`config.mk`:
```
export PLATFORM = sky130hd
export DESIGN_NAME = jtag_axi_txn_ctrl
export DESIGN_NICKNAME = d
export VERILOG_FILES = /design/src/rtl/jtag_axi_txn_ctrl_pkg.sv /design/src/rtl/jtag_sync_ff.sv /design/src/rtl/jtag_axi_txn_ctrl.sv
export SDC_FILE = /design/constraint.sdc
export NUM_CORES = 1
export LEC_CHECK = 0
export BUFFER_PORTS_ARGS = -buffer_cell sky130_fd_sc_hd__buf_2
export CORE_MARGIN = 4
export CORE_UTILIZATION = 35
export DETAILED_ROUTE_END_ITERATION = 10
export SKIP_LAST_GASP = 1
export SLEW_MARGIN = 15
export SYNTH_ARGS = -nofsm -noshare
export SYNTH_HDL_FRONTEND = slang
export SYNTH_SLANG_ARGS = --single-unit
export TNS_END_PERCENT = 1
```
`constraint.sdc`:
```
create_clock -name aclk -period 2.86 [get_ports aclk]
set_input_delay 0.858 -clock aclk [delete_from_list [all_inputs] [get_ports aclk]]
set_output_delay 0.858 -clock aclk [all_outputs]
set_load 0.01 [all_outputs]
```
`src/rtl/jtag_axi_txn_ctrl_pkg.sv`:
```
// Shared types and helpers for the JTAG-to-AXI4-Lite transaction sequencer.
package jtag_axi_txn_ctrl_pkg;

    typedef logic [2:0] axi_txn_st_t;
    localparam axi_txn_st_t IDLE    = 3'd0;
    localparam axi_txn_st_t WR      = 3'd1;
    localparam axi_txn_st_t WR_RESP = 3'd2;
    localparam axi_txn_st_t RD      = 3'd3;
    localparam axi_txn_st_t RD_DATA = 3'd4;
    localparam axi_txn_st_t DONE    = 3'd5;

    typedef enum logic [2:0] {
        ST_IDLE      = 3'd0,
        ST_OK        = 3'd1,
        ST_SLVERR    = 3'd2,
        ST_DECERR    = 3'd3,
        ST_ALIGN_ERR = 3'd4,
        ST_TIMEOUT   = 3'd5
    } txn_status_t;

    typedef enum logic [1:0] {
        SZ_BYTE = 2'd0,
        SZ_HALF = 2'd1,
        SZ_WORD = 2'd2
    } txn_size_t;

    localparam logic [1:0] AXI_RESP_OKAY   = 2'b00;
    localparam logic [1:0] AXI_RESP_EXOKAY = 2'b01;
    localparam logic [1:0] AXI_RESP_SLVERR = 2'b10;
    localparam logic [1:0] AXI_RESP_DECERR = 2'b11;

    localparam logic [2:0] AXI_PROT_DEFAULT = 3'b000;

    function automatic txn_status_t resp_to_status(input logic [1:0] resp);
        case (resp)
            AXI_RESP_OKAY, AXI_RESP_EXOKAY: return ST_OK;
            AXI_RESP_SLVERR:                return ST_SLVERR;
            default:                        return ST_DECERR;
        endcase
    endfunction

    // Size code 3 is reserved and always rejected.
    function automatic logic size_misaligned(input logic [1:0] size, input logic [1:0] off);
        case (size)
            SZ_BYTE: return 1'b0;
            SZ_HALF: return off[0];
            SZ_WORD: return off != 2'b00;
            default: return 1'b1;
        endcase
    endfunction

    function automatic logic [3:0] size_strobe(input logic [1:0] size, input logic [1:0] off);
        case (size)
            SZ_BYTE: return 4'b0001 << off;
            SZ_HALF: return 4'b0011 << off;
            default: return 4'hF;
        endcase
    endfunction

endpackage

```
`src/rtl/jtag_sync_ff.sv`:
```
// Multi-flop single-bit synchroniser with asynchronous active-low reset.
module jtag_sync_ff #(
    parameter int unsigned SYNC_STAGES = 2
) (
    input  logic i_clk,
    input  logic i_rstn,
    input  logic i_d,
    output logic o_q
);

    logic [SYNC_STAGES-1:0] r_sync;

    always_ff @(posedge i_clk or negedge i_rstn) begin
        if (!i_rstn) begin
            r_sync <= '0;
        end else begin
            r_sync <= {r_sync[SYNC_STAGES-2:0], i_d};
        end
    end

    assign o_q = r_sync[SYNC_STAGES-1];

endmodule

```
`src/rtl/jtag_axi_txn_ctrl.sv`:
```
// Runs one AXI4-Lite read or write per req_tgl edge from the TCK side and
// returns status, read data and an ack toggle.
module jtag_axi_txn_ctrl
    import jtag_axi_txn_ctrl_pkg::*;
#(
    parameter int unsigned ADDR_WIDTH     = 32,
    parameter int unsigned TIMEOUT_CYCLES = 4096,
    parameter int unsigned SYNC_STAGES    = 2
) (
    input  logic                  aclk,
    input  logic                  trstn,
    input  logic                  req_tgl,
    input  logic [ADDR_WIDTH-1:0] req_addr,
    input  logic [31:0]           req_wdata,
    input  logic                  req_wr,
    input  logic [1:0]            req_size,
    output logic                  ack_tgl,
    output logic [31:0]           rsp_rdata,
    output logic [2:0]            rsp_status,
    output logic                  busy,
    output logic                  overrun,
    output logic [ADDR_WIDTH-1:0] m_awaddr,
    output logic [2:0]            m_awprot,
    output logic                  m_awvalid,
    input  logic                  m_awready,
    output logic [31:0]           m_wdata,
    output logic [3:0]            m_wstrb,
    output logic                  m_wvalid,
    input  logic                  m_wready,
    input  logic [1:0]            m_bresp,
    input  logic                  m_bvalid,
    output logic                  m_bready,
    output logic [ADDR_WIDTH-1:0] m_araddr,
    output logic [2:0]            m_arprot,
    output logic                  m_arvalid,
    input  logic                  m_arready,
    input  logic [31:0]           m_rdata,
    input  logic [1:0]            m_rresp,
    input  logic                  m_rvalid,
    output logic                  m_rready
);

    localparam bit          TMO_EN   = (TIMEOUT_CYCLES != 0);
    localparam int unsigned TMO_W    = (TIMEOUT_CYCLES > 1) ? $clog2(TIMEOUT_CYCLES) : 1;
    localparam logic [TMO_W-1:0] TMO_LAST = TMO_W'(TIMEOUT_CYCLES - 1);

    axi_txn_st_t           r_state;
    logic                  r_req_prev;
    logic [ADDR_WIDTH-1:0] r_addr;
    logic [31:0]           r_wdata;
    logic [3:0]            r_wstrb;
    logic                  r_awvalid;
    logic                  r_wvalid;
    logic                  r_bready;
    logic                  r_arvalid;
    logic                  r_rready;
    logic                  r_ack;
    logic                  r_busy;
    logic                  r_overrun;
    logic [31:0]           r_rdata;
    txn_status_t           r_rsp_status;
    txn_status_t           r_pend_status;
    logic                  r_timed_out;
    logic [TMO_W-1:0]      r_tmo_cnt;

    logic w_req_sync;
    logic w_req_pulse;
    logic w_aw_hs;
    logic w_w_hs;
    logic w_aw_done;
    logic w_w_done;
    logic w_waiting;
    logic w_progress;
    logic w_tmo_fire;

    jtag_sync_ff #(
        .SYNC_STAGES(SYNC_STAGES)
    ) u_req_sync (
        .i_clk (aclk),
        .i_rstn(trstn),
        .i_d   (req_tgl),
        .o_q   (w_req_sync)
    );

    assign w_req_pulse = w_req_sync ^ r_req_prev;
    assign w_aw_hs     = r_awvalid & m_awready;
    assign w_w_hs      = r_wvalid & m_wready;
    assign w_aw_done   = ~r_awvalid | m_awready;
    assign w_w_done    = ~r_wvalid | m_wready;

    always_comb begin
        w_waiting  = 1'b0;
        w_progress = 1'b0;
        case (r_state)
            WR: begin
                w_waiting  = 1'b1;
                w_progress = w_aw_hs | w_w_hs;
            end
            WR_RESP: begin
                w_waiting  = 1'b1;
                w_progress = m_bvalid;
            end
            RD: begin
                w_waiting  = 1'b1;
                w_progress = m_arready;
            end
            RD_DATA: begin
                w_waiting  = 1'b1;
                w_progress = m_rvalid;
            end
            default: begin
                w_waiting  = 1'b0;
                w_progress = 1'b0;
            end
        endcase
        w_tmo_fire = TMO_EN && w_waiting && !w_progress && !r_timed_out
                     && (r_tmo_cnt == TMO_LAST);
    end

    always_ff @(posedge aclk or negedge trstn) begin
        if (!trstn) begin
            r_state       <= IDLE;
            r_req_prev    <= 1'b0;
            r_addr        <= '0;
            r_wdata       <= '0;
            r_wstrb       <= '0;
            r_awvalid     <= 1'b0;
            r_wvalid      <= 1'b0;
            r_bready      <= 1'b0;
            r_arvalid     <= 1'b0;
            r_rready      <= 1'b0;
            r_ack         <= 1'b0;
            r_busy        <= 1'b0;
            r_overrun     <= 1'b0;
            r_rdata       <= '0;
            r_rsp_status  <= ST_IDLE;
            r_pend_status <= ST_IDLE;
            r_timed_out   <= 1'b0;
            r_tmo_cnt     <= '0;
        end else begin
            r_req_prev <= w_req_sync;

            // A timeout acks early; the bus side keeps draining with ack/status frozen.
            if (w_tmo_fire) begin
                r_timed_out  <= 1'b1;
                r_rsp_status <= ST_TIMEOUT;
                r_ack        <= ~r_ack;
            end

            if (!w_waiting || w_progress) begin
                r_tmo_cnt <= '0;
            end else if (!r_timed_out) begin
                r_tmo_cnt <= r_tmo_cnt + 1'b1;
            end

            if (w_req_pulse && (r_state != IDLE)) begin
                r_overrun <= 1'b1;
            end

            case (r_state)
                IDLE: begin
                    if (w_req_pulse) begin
                        r_overrun   <= 1'b0;
                        r_busy      <= 1'b1;
                        r_timed_out <= 1'b0;
                        r_addr      <= req_addr;
                        r_wdata     <= req_wdata;
                        r_wstrb     <= size_strobe(req_size, req_addr[1:0]);
                        if (size_misaligned(req_size, req_addr[1:0])) begin
                            r_pend_status <= ST_ALIGN_ERR;
                            r_state       <= DONE;
                        end else if (req_wr) begin
                            r_awvalid <= 1'b1;
                            r_wvalid  <= 1'b1;
                            r_state   <= WR;
                        end else begin
                            r_arvalid <= 1'b1;
                            r_state   <= RD;
                        end
                    end
                end
                WR: begin
                    if (w_aw_hs) r_awvalid <= 1'b0;
                    if (w_w_hs)  r_wvalid  <= 1'b0;
                    if (w_aw_done && w_w_done) begin
                        r_bready <= 1'b1;
                        r_state  <= WR_RESP;
                    end
                end
                WR_RESP: begin
                    if (m_bvalid) begin
                        r_bready      <= 1'b0;
                        r_pend_status <= resp_to_status(m_bresp);
                        r_state       <= DONE;
                    end
                end
                RD: begin
                    if (m_arready) begin
                        r_arvalid <= 1'b0;
                        r_rready  <= 1'b1;
                        r_state   <= RD_DATA;
                    end
                end
                RD_DATA: begin
                    if (m_rvalid) begin
                        r_rready      <= 1'b0;
                        r_pend_status <= resp_to_status(m_rresp);
                        if (!r_timed_out) r_rdata <= m_rdata;
                        r_state       <= DONE;
                    end
                end
                DONE: begin
                    if (!r_timed_out) begin
                        r_rsp_status <= r_pend_status;
                        r_ack        <= ~r_ack;
                    end
                    r_busy  <= 1'b0;
                    r_state <= IDLE;
                end
                default: begin
                    r_state <= IDLE;
                end
            endcase
        end
    end

    assign ack_tgl    = r_ack;
    assign rsp_rdata  = r_rdata;
    assign rsp_status = r_rsp_status;
    assign busy       = r_busy;
    assign overrun    = r_overrun;
    assign m_awaddr   = r_addr;
    assign m_awprot   = AXI_PROT_DEFAULT;
    assign m_awvalid  = r_awvalid;
    assign m_wdata    = r_wdata;
    assign m_wstrb    = r_wstrb;
    assign m_wvalid   = r_wvalid;
    assign m_bready   = r_bready;
    assign m_araddr   = r_addr;
    assign m_arprot   = AXI_PROT_DEFAULT;
    assign m_arvalid  = r_arvalid;
    assign m_rready   = r_rready;

endmodule

```
==> metrics <==
post-layout util 47.2%; period utilization 75.0%; insertion delay to the later sink of the worst-skew pair 0.42 ns; hold crit path type flop to flop; width of the chip 137 um; hpwl dp 11700 um; vias post-DR 4190; commonest cells after routing, fill and taps aside 252 x buf_2, 133 x dfrtp_1, 81 x mux2_2, 35 x nor2_1, 18 x a21oi_1; IO buf count 253; dpl ws 0.641 ns; CTS tree done; number of global-route vias before repair 4444; skew final 0.00816 ns; Max-Cap Viols 0; DIE AREA 18800 um2; total number of yosys warnings 0; Rows 46; fill cell count 1500; CP Data Required Time 3.16 ns; HP Start u_req_sync.r_sync[0]$_DFF_PN0_; Worst Setup End Kind flop; commonest non-fill, non-tap cell in the layout buf_2; DR WL/cell 16.7 um; Iteration-0 DRC Markers 182; Cell variety after synth 46; clock sink count 133; Post-CTS Repair Setup Buffers 0; top-area cell type share of the netlist area 57.0%; DR vias/cell 4.64; RSZ-0062 raised after global routing no; Multi-input gate area 2070 um2; CTS resizes 0; f_max 466 MHz; Final ANT Viol Nets 0; status completed; CP max FO 35; drt drc 0; first-pass GRT wire length 23300 um; number of antenna violations at the first check in global routing 1; r2r setup slk 0.72 ns; #FFs+latches synth 133; CTS Buffer Depth 2; Die Y-Extent 137 um; Least-Margin Pin Slew 0.552 ns; setup TNS 0 ns; gr usage total 16.0%; FF+latch area 3330 um2; Initial Util 36.2%; Worst R2R End m_wdata[0]$_DFFE_PN0P_; total power 8.85 mW; IO Pins 260; VDD IR max 0.410 mV; Synth Instances 447; Primary FF master, synth dfrtp_1; Crit Path Category flop to flop; core area 16100 um2; Pwr Density 1160 nW/um2; Worst setup SP type flop; H-Tree Depth 4; DR pass1 iterations 4; CTS root buf clkbuf_16; Pleak 3.71 nW; Seq/Total Area, Yosys 57.0%; CTS buffer count 17; r2r startpoint r_state[2]$_DFFE_PN0P_; FF-to-FF path depth 4; endpoints failing setup 0; Worst EP arrival 2.44 ns; synth top area cells dfrtp_1 57%, mux2_2 16%, buf_4 5.7%; Fin. Hold Viols 0; share of post-route cells with drive strength above 1 58.2%; grt ovf 0; Final WS setup 0.716 ns; Worst-path clk slew 0.06 ns; mapped cell area 5840 um2; synth-to-layout area growth 30.3%; Post-synth EDFFs 0; largest net degree at the start of global routing 55; final net count 786; WHS Path Cells 0; syn_area_per_cell 13.1 um2; min Tclk post-route 2.14 ns; cell taking the most area after synthesis dfrtp_1; ys async rst share 100%; Slew Limit Fails 0; Hold Crit Endpoint u_req_sync.r_sync[1]$_DFF_PN0_; Hold Buf Count CTS 0; Worst slew margin 63.2%; GPL Wtd Cong 0.775; routed wire length 15000 um
==> layout make-up <==
class,instances,share of cell area (%)
flip-flops and latches,133,43.7
multi-input cells,252,27.2
repair buffers,259,17.6
clock buffers,19,5.95
well taps,216,3.55
clock inverters,12,1.40
inverters,11,0.542
diodes,1,0.0329
==> Yosys cell counts, drive strengths merged, types with 2 or more instances <==
cell type  count
o21ai         10
nor4           3
and2           4
nand4          5
nor2b          6
o21a           2
a21oi         18
buf           53
o22ai          2
nand2b         3
dfrtp        133
a22oi          2
nand3          5
xor2           4
mux2          98
inv           11
a221oi         2
nor3           4
a31oi          5
or2            3
and3           2
clkbuf         3
nor2          35
xnor2          8
a31o           2
nand2         11
==> cell families (layout without fill, tap and decap cells) <==
logic type      Yosys count  count (layout)  share of synthesized area, %
compound gates           51              51                          5.72
xor+xnor                 12              12                          1.93
fa+ha+maj                 1               1                         0.214
buf+inv                  67             301                          8.01
flops                   133             133                          57.0
mux                      99              99                          20.2
other cells               1               7                        0.0642
simple gates             83              83                          6.90
==> worst max-delay path by stage <==
stage	start	endpoint	slack, ns	depth (start not counted)
2_1_floorplan	req_addr[1]	r_pend_status[0]$_DFFE_PN0P_	0.82	4
5_1_grt	r_state[2]$_DFFE_PN0P_	m_wdata[11]$_DFFE_PN0P_	0.59	4
3_3_place_gp	req_addr[0]	r_pend_status[0]$_DFFE_PN0P_	0.65	5
4_1_cts	r_state[2]$_DFFE_PN0P_	m_wdata[0]$_DFFE_PN0P_	0.72	4
6_report	r_state[2]$_DFFE_PN0P_	m_wdata[0]$_DFFE_PN0P_	0.72	4
3_5_place_dp	req_addr[0]	r_pend_status[1]$_DFFE_PN0P_	0.64	5
==> critical path, cell delays in order (launching register included) <==
cell and delay [ns]:
dfrtp_1 0.53, nor2_1 0.30, and3_4 0.50, buf_12 0.28
mux2_2 0.38
==> through the flow <==
stage	instance area, um2	hold slack [ns]	cells
3_3_place_gp	7050	0.335	871
4_1_cts	7610	0.355	902
2_1_floorplan	5860	0.331	452
3_5_place_dp	7050	0.343	871
6_report	7610	0.352	903
5_1_grt	7610	0.365	903
==> state kept, by name (all words and copies together) (netlist names), 2 cells and up, named ones only <==
register	count
m_araddr	32
rsp_rdata	32
r_tmo_cnt	12
r_state	3
r_pend_status	3
m_wstrb	4
u_req_sync.r_sync	2
m_wdata	32
==> per-layer routing <==
metal / part of all wire (%) / global-route usage (%) / vias to the layer above
li1: - / - / 1963
met1: 38 / 18.2 / 2036
met2: 52 / 28.1 / 173
met3: 8.3 / 5.66 / 18
met4: 1.5 / 5.04 / 0
met5: 0 / 0 / -
==> report_power, final <==
part | internal [mW] | switching (mW) | leakage [nW]
Sequential | 2.73 | 0.580 | 1.59
Clock | 1.23 | 0.813 | 0.267
Combinational | 1.78 | 1.72 | 1.84
(Power assumes the default switching activity.)
